==> config.mk <==
export PLATFORM = sky130hd
export DESIGN_NAME = udp_pkt_buffer_flat
export DESIGN_NICKNAME = d
export VERILOG_FILES = /design/src/rtl/udp_pkt_buffer_if.sv /design/src/rtl/udp_pkt_buffer.sv /design/src/flat_wrapper.sv
export SDC_FILE = /design/constraint.sdc
export NUM_CORES = 2
export LEC_CHECK = 0
export ABC_CLOCK_PERIOD_IN_PS = 8900
export BUFFER_PORTS_ARGS = -buffer_cell sky130_fd_sc_hd__buf_4
export CAP_MARGIN = 20
export CORE_MARGIN = 10
export CORE_UTILIZATION = 55
export CTS_BUF_LIST = sky130_fd_sc_hd__clkbuf_8
export CTS_CLUSTER_DIAMETER = 50
export DETAILED_ROUTE_END_ITERATION = 10
export MAX_ROUTING_LAYER = met4
export PLACE_DENSITY = 0.71
export SLEW_MARGIN = 10
export SYNTH_ARGS = -nofsm -noshare
export SYNTH_HDL_FRONTEND = slang
export SYNTH_SLANG_ARGS = --single-unit
==> constraint.sdc <==
create_clock -name clk -period 8.9 [get_ports clk]
set_input_delay 1.335 -clock clk [delete_from_list [all_inputs] [get_ports clk]]
set_output_delay 1.335 -clock clk [all_outputs]
set_load 0.01 [all_outputs]
==> src/rtl/udp_pkt_buffer_if.sv <==
// Encoder-side write bus and consumer-side read bus of the
// UDP packet buffer, plus its sticky status flags.
interface udp_pkt_buffer_if;
  logic [31:0] pkg_data;
  logic        wr_en;
  logic        fin;
  logic [15:0] checksum_in;
  logic [15:0] len_in;
  logic        rd_ready;
  logic [31:0] out_data;
  logic        out_valid;
  logic        out_last;
  logic        done;
  logic        overflow;
  logic        len_err;

  modport master (
    output pkg_data, wr_en, fin,
    output checksum_in, len_in, rd_ready,
    input  out_data, out_valid, out_last,
    input  done, overflow, len_err
  );

  modport slave (
    input  pkg_data, wr_en, fin,
    input  checksum_in, len_in, rd_ready,
    output out_data, out_valid, out_last,
    output done, overflow, len_err
  );
endinterface

==> src/rtl/udp_pkt_buffer.sv <==
// Buffers one UDP packet, patches the checksum into word 1,
// then streams it out with a valid/ready handshake.
module udp_pkt_buffer #(
  parameter int DEPTH  = 64,
  parameter int ADDR_W = 6
) (
  input  logic             clk,
  input  logic             reset,
  udp_pkt_buffer_if.slave  io_bus
);

  typedef logic [ADDR_W:0] ptr_t;
  typedef enum logic [1:0] {
    COLLECT,
    PATCH,
    SEND,
    DONE
  } state_t;

  localparam ptr_t FULL = ptr_t'(DEPTH);

  state_t      r_state;
  state_t      w_next;
  logic [31:0] r_mem [DEPTH];
  ptr_t        r_wr_ptr;
  ptr_t        r_rd_ptr;
  ptr_t        r_wc;
  logic [15:0] r_csum;
  logic [15:0] r_len;
  logic        r_ovf;
  logic        r_lerr;

  logic        w_collect;
  logic        w_wr_ok;
  logic        w_drop;
  logic        w_short;
  logic        w_last;
  logic        w_len_bad;
  ptr_t        w_cnt;
  logic [16:0] w_exp;

  assign w_collect = r_state == COLLECT;
  assign w_wr_ok   = w_collect && io_bus.wr_en
                     && (r_wr_ptr < FULL);
  assign w_drop    = w_collect && io_bus.wr_en
                     && (r_wr_ptr >= FULL);
  assign w_cnt     = r_wr_ptr + ptr_t'(w_wr_ok);
  assign w_short   = w_cnt < ptr_t'(2);
  assign w_last    = r_rd_ptr == (r_wc - ptr_t'(1));
  // Expected word count rounds the byte length up
  assign w_exp     = ({1'b0, r_len} + 17'd3) >> 2;
  assign w_len_bad = w_exp != 17'(r_wc);

  assign io_bus.out_valid = r_state == SEND;
  assign io_bus.out_last  = (r_state == SEND) && w_last;
  assign io_bus.done      = r_state == DONE;
  assign io_bus.out_data  = r_mem[r_rd_ptr[ADDR_W-1:0]];
  assign io_bus.overflow  = r_ovf;
  assign io_bus.len_err   = r_lerr;

  always_ff @(posedge clk) begin
    if (reset) r_state <= COLLECT;
    else       r_state <= w_next;
  end

  always_comb begin
    w_next = r_state;
    unique case (r_state)
      COLLECT: begin
        if (io_bus.fin)
          w_next = w_short ? DONE : PATCH;
      end
      PATCH: w_next = SEND;
      SEND: begin
        if (io_bus.rd_ready && w_last)
          w_next = DONE;
      end
      DONE: begin
        if (!io_bus.fin)
          w_next = COLLECT;
      end
      default: w_next = COLLECT;
    endcase
  end

  always_ff @(posedge clk) begin
    if (reset) begin
      r_wr_ptr <= '0;
      r_rd_ptr <= '0;
      r_wc     <= '0;
      r_csum   <= '0;
      r_len    <= '0;
      r_ovf    <= 1'b0;
      r_lerr   <= 1'b0;
    end else begin
      unique case (r_state)
        COLLECT: begin
          if (w_wr_ok) r_wr_ptr <= w_cnt;
          if (w_drop)  r_ovf <= 1'b1;
          if (io_bus.fin) begin
            r_csum <= io_bus.checksum_in;
            r_len  <= io_bus.len_in;
            r_wc   <= w_cnt;
            if (w_short) r_lerr <= 1'b1;
          end
        end
        PATCH: begin
          r_rd_ptr <= '0;
          if (w_len_bad) r_lerr <= 1'b1;
        end
        SEND: begin
          if (io_bus.rd_ready && !w_last)
            r_rd_ptr <= r_rd_ptr + ptr_t'(1);
        end
        DONE: begin
          if (!io_bus.fin) begin
            r_wr_ptr <= '0;
            r_rd_ptr <= '0;
            r_wc     <= '0;
          end
        end
        default: ;
      endcase
    end
  end

  // Packet storage is intentionally not reset
  always_ff @(posedge clk) begin
    if (w_wr_ok)
      r_mem[r_wr_ptr[ADDR_W-1:0]] <= io_bus.pkg_data;
    else if (r_state == PATCH)
      r_mem[1][15:0] <= r_csum;
  end

endmodule

==> src/flat_wrapper.sv <==
// flat-port wrapper written by rule: the top's interface ports become plain ports
module udp_pkt_buffer_flat 
#(
  parameter int DEPTH  = 64,
  parameter int ADDR_W = 6
)
  (clk, reset, io_bus_pkg_data, io_bus_wr_en, io_bus_fin, io_bus_checksum_in, io_bus_len_in, io_bus_rd_ready, io_bus_out_data, io_bus_out_valid, io_bus_out_last, io_bus_done, io_bus_overflow, io_bus_len_err);
  udp_pkt_buffer_if io_bus_i ();
  input  logic clk;
  input  logic reset;
  input wire logic [$bits(io_bus_i.pkg_data)-1:0] io_bus_pkg_data;
  input wire logic [$bits(io_bus_i.wr_en)-1:0] io_bus_wr_en;
  input wire logic [$bits(io_bus_i.fin)-1:0] io_bus_fin;
  input wire logic [$bits(io_bus_i.checksum_in)-1:0] io_bus_checksum_in;
  input wire logic [$bits(io_bus_i.len_in)-1:0] io_bus_len_in;
  input wire logic [$bits(io_bus_i.rd_ready)-1:0] io_bus_rd_ready;
  output wire logic [$bits(io_bus_i.out_data)-1:0] io_bus_out_data;
  output wire logic [$bits(io_bus_i.out_valid)-1:0] io_bus_out_valid;
  output wire logic [$bits(io_bus_i.out_last)-1:0] io_bus_out_last;
  output wire logic [$bits(io_bus_i.done)-1:0] io_bus_done;
  output wire logic [$bits(io_bus_i.overflow)-1:0] io_bus_overflow;
  output wire logic [$bits(io_bus_i.len_err)-1:0] io_bus_len_err;
  assign io_bus_i.pkg_data = io_bus_pkg_data;
  assign io_bus_i.wr_en = io_bus_wr_en;
  assign io_bus_i.fin = io_bus_fin;
  assign io_bus_i.checksum_in = io_bus_checksum_in;
  assign io_bus_i.len_in = io_bus_len_in;
  assign io_bus_i.rd_ready = io_bus_rd_ready;
  assign io_bus_out_data = io_bus_i.out_data;
  assign io_bus_out_valid = io_bus_i.out_valid;
  assign io_bus_out_last = io_bus_i.out_last;
  assign io_bus_done = io_bus_i.done;
  assign io_bus_overflow = io_bus_i.overflow;
  assign io_bus_len_err = io_bus_i.len_err;
  udp_pkt_buffer #(.DEPTH(DEPTH), .ADDR_W(ADDR_W)) u_core (.clk(clk), .reset(reset), .io_bus(io_bus_i));
endmodule
==> impl_metrics.env <==
export IMPL_critPathCaptureType="output pin"
export IMPL_die_h_um=404
export IMPL_slew_headroom=0.236
export IMPL_synth_cell_type_count=61
export IMPL_io_buffers=105
export IMPL_drv_slew=0
export IMPL_ctsHoldBuffers=0
export IMPL_powerDensity_nw_per_um2=238
export IMPL_cts_path_max_buffers=4
export IMPL_wirelength_um=189000
export IMPL_grt_pass1_wl_um=276000
export IMPL_startpoint_type="flop"
export IMPL_postSynthCellCount=3602
export IMPL_h_tree_depth=5
export IMPL_ys_seq_area_frac=0.772
export IMPL_clkTransAtPathRegs_ns=0.06
export IMPL_numCtsBuffers=328
export IMPL_antenna_found_initial=5
export IMPL_start_util=0.552
export IMPL_grt_overflow=0
export IMPL_path_cells="buf_4, nor2b_2, a22oi_1, a21oi_1, a211oi_1, a21oi_1, buf_4"
export IMPL_post_route_period_util=0.695
export IMPL_cts_root_buf="clkbuf_8"
export IMPL_nets=4098
export IMPL_tritoncts="done"
export IMPL_timing_fmax_mhz=162
export IMPL_avgSynthCellArea_um2=22.6
export IMPL_grtUsageTotal=0.239
export IMPL_setup_tns_ns=0
export IMPL_setup_viol=0
export IMPL_worstMarginPinSlew_ns=1.15
export IMPL_detail_route_antenna_nets=0
export IMPL_syn_nets=3680
export IMPL_gp_congestion=0.803
export IMPL_fin_skew_ns=0.0614
export IMPL_drt_wirelength_per_cell_um=30.6
export IMPL_critical_path_max_fanout=38
export IMPL_die_area_um2=164000
export IMPL_fillers=9720
export IMPL_dr_pass1_iters=6
export IMPL_drv_cap=0
export IMPL_num_vias=39660
export IMPL_total_power_mw=21.8
export IMPL_final_hold_viol_count=0
export IMPL_hpwlAfterDp_um=105000
export IMPL_final_min_clock_period_ns=6.18
export IMPL_p_leak_nw=28.4
export IMPL_io_pins=106
export IMPL_drt_iter0_markers=4809
export IMPL_layout_drive_gt1_share=0.341
export IMPL_hp_class="flop to flop"
export IMPL_ys_ff_latch=2111
export IMPL_ys_warn_count=0
export IMPL_core_um2=147000
export IMPL_ctsResizeCount=0
export IMPL_grt_max_degree=126
export IMPL_path_class="flop to output pin"
export IMPL_cts_sinks=2111
export IMPL_crit_slowest_cell="nor2b_2"
export IMPL_synthArstFlopShare=0
export IMPL_post_cts_buffers=0
export IMPL_synth_edf_count=2048
export IMPL_status="complete, no violations"
export IMPL_ff_latch_area_um2=62800
export IMPL_peakVddDrop_mv=0.240
export IMPL_syn_area_um2=81300
export IMPL_route_detailed_drc=0
export IMPL_rows=141
export IMPL_multi_input_area_um2=17900
export IMPL_slowest_delay_ns=0.86
export IMPL_die_w_um=404
export IMPL_grt_pass1_vias=39766
export IMPL_clock_latency_ns=1.03
export IMPL_cp_required_ns=7.57
export IMPL_areaGrowthSynthToFinish_pct=12.6
export IMPL_synthFlopType="edfxtp_1"
export IMPL_grt_setup_unrepaired="no"
export IMPL_vias_per_cell=6.41
export IMPL_cp_arrival_ns=4.85
## where the power goes
part / switching (mW) / internal (mW)
registers: 0.0961 / 11.7
clock network: 3.54 / 3.62
logic: 1.76 / 1.14
total: 5.40 / 16.4
## cells by family after synthesis
logic type | count (synthesis) | synth area share
and+or+nand+nor | 388 | 0.0212
muxes | 632 | 0.172
AOI/OAI and AO/OA | 227 | 0.0191
adders and majority gates | 9 | 0.00139
buffers and inverters | 215 | 0.0120
DFF | 2111 | 0.772
xor gates and xnor gates | 20 | 0.00215
## critical path: cells and delay by family, from the launching register on
family                 cells  cell delay, ns
AOI/OAI and AO/OA          4            1.16
buffers and inverters      2            0.97
and+or+nand+nor            1            0.86
DFF                        1            0.81
## sequential cells by signal (all words and copies together) (netlist names), named ones only
signal / cells
u_core.r_state: 2
u_core.io_bus.overflow: 1
u_core.r_wr_ptr: 7
u_core.r_csum: 16
u_core.r_rd_ptr: 7
u_core.r_len: 16
u_core.r_mem: 2048
u_core.io_bus.len_err: 1
u_core.r_wc: 7
## cells in the mapped netlist (all sizes together), types with 9 or more instances
| library cell | count | area share |
|---|---|---|
| a22o | 10 | 0.0011 |
| xor2 | 11 | 0.0012 |
| a221oi | 13 | 0.0014 |
| inv | 11 | 0.00051 |
| a21oi | 62 | 0.0038 |
| nor2 | 156 | 0.0072 |
| nand2 | 127 | 0.0059 |
| mux2 | 17 | 0.0024 |
| nor3 | 10 | 0.00062 |
| buf | 93 | 0.0064 |
| and2 | 24 | 0.0018 |
| o21ai | 18 | 0.0011 |
| ha | 9 | 0.0014 |
| nor2b | 15 | 0.0012 |
| dfxtp | 63 | 0.016 |
| a22oi | 87 | 0.0080 |
| nand3 | 15 | 0.00092 |
| clkbuf | 111 | 0.0051 |
| edfxtp | 2048 | 0.76 |
| mux4 | 612 | 0.17 |
| xnor2 | 9 | 0.00097 |
## area by class of cell
cell class                      instances  area share
Clock inverter                        222      0.0110
Antenna cell                            4    0.000109
Sequential cell                      2111       0.686
Timing Repair Buffer                  292      0.0295
Inverter                               11    0.000451
Clock buffer                          338      0.0508
Multi-Input combinational cell       1276       0.196
Tap cell                             1930      0.0264
## metrics by stage
step           utilization  setup WS [ns]  area (um2)  hold slack [ns]  std cells
2_1_floorplan            -           5.25       81300            0.434       3602
3_3_place_gp         0.579           3.68       85200            0.439       5587
3_5_place_dp         0.579           3.66       85300            0.444       5592
4_1_cts              0.618           2.61       91000            0.453       6152
5_1_grt              0.621           2.42       91500            0.473       6183
6_report             0.621           2.72       91500            0.451       6184
## final timing paths
check                    start              endpoint  slack (ns)  depth (start not counted)
max                       flop   io_bus_out_data[12]        2.72                          7
min           u_core.r_csum[8]      u_core.r_csum[8]        0.45                          2
max reg2reg  u_core.r_state[0]  u_core.r_mem[39][23]        4.92                          7
min reg2reg   u_core.r_csum[8]      u_core.r_csum[8]        0.45                          2
## per-layer routing
metal	track usage	part of all wire	wire [um]	vias to the layer above
li1	-	-	-	16142
met1	0.334	0.39	73700	20954
met2	0.360	0.48	91300	2260
met5	-	0	0	-
met3	0.0527	0.10	19400	304
met4	0.0687	0.025	4650	0
## placed cells by master, fill, tap and decap left out, drive strengths merged, types with 4 or more instances in the layout
| master | n |
|---|---|
| buf | 292 |
| o31ai | 4 |
| nand2 | 127 |
| nor2 | 156 |
| o22ai | 5 |
| ha | 9 |
| clkbuf | 338 |
| nor3 | 10 |
| mux4 | 612 |
| or3 | 6 |
| a22oi | 87 |
| clkinvlp | 6 |
| nand3b | 6 |
| diode | 4 |
| or4 | 5 |
| inv | 124 |
| nand3 | 15 |
| bufinv | 4 |
| and2 | 24 |
| dfxtp | 63 |
| a211oi | 5 |
| mux2 | 17 |
| nor2b | 15 |
| xnor2 | 9 |
| and3 | 4 |
| a22o | 10 |
| clkinv | 99 |
| a21oi | 62 |
| edfxtp | 2048 |
| a221oi | 13 |
| or2 | 5 |
| o21ai | 18 |
| xor2 | 11 |
Note: power is estimated with default switching activity, not from simulation.
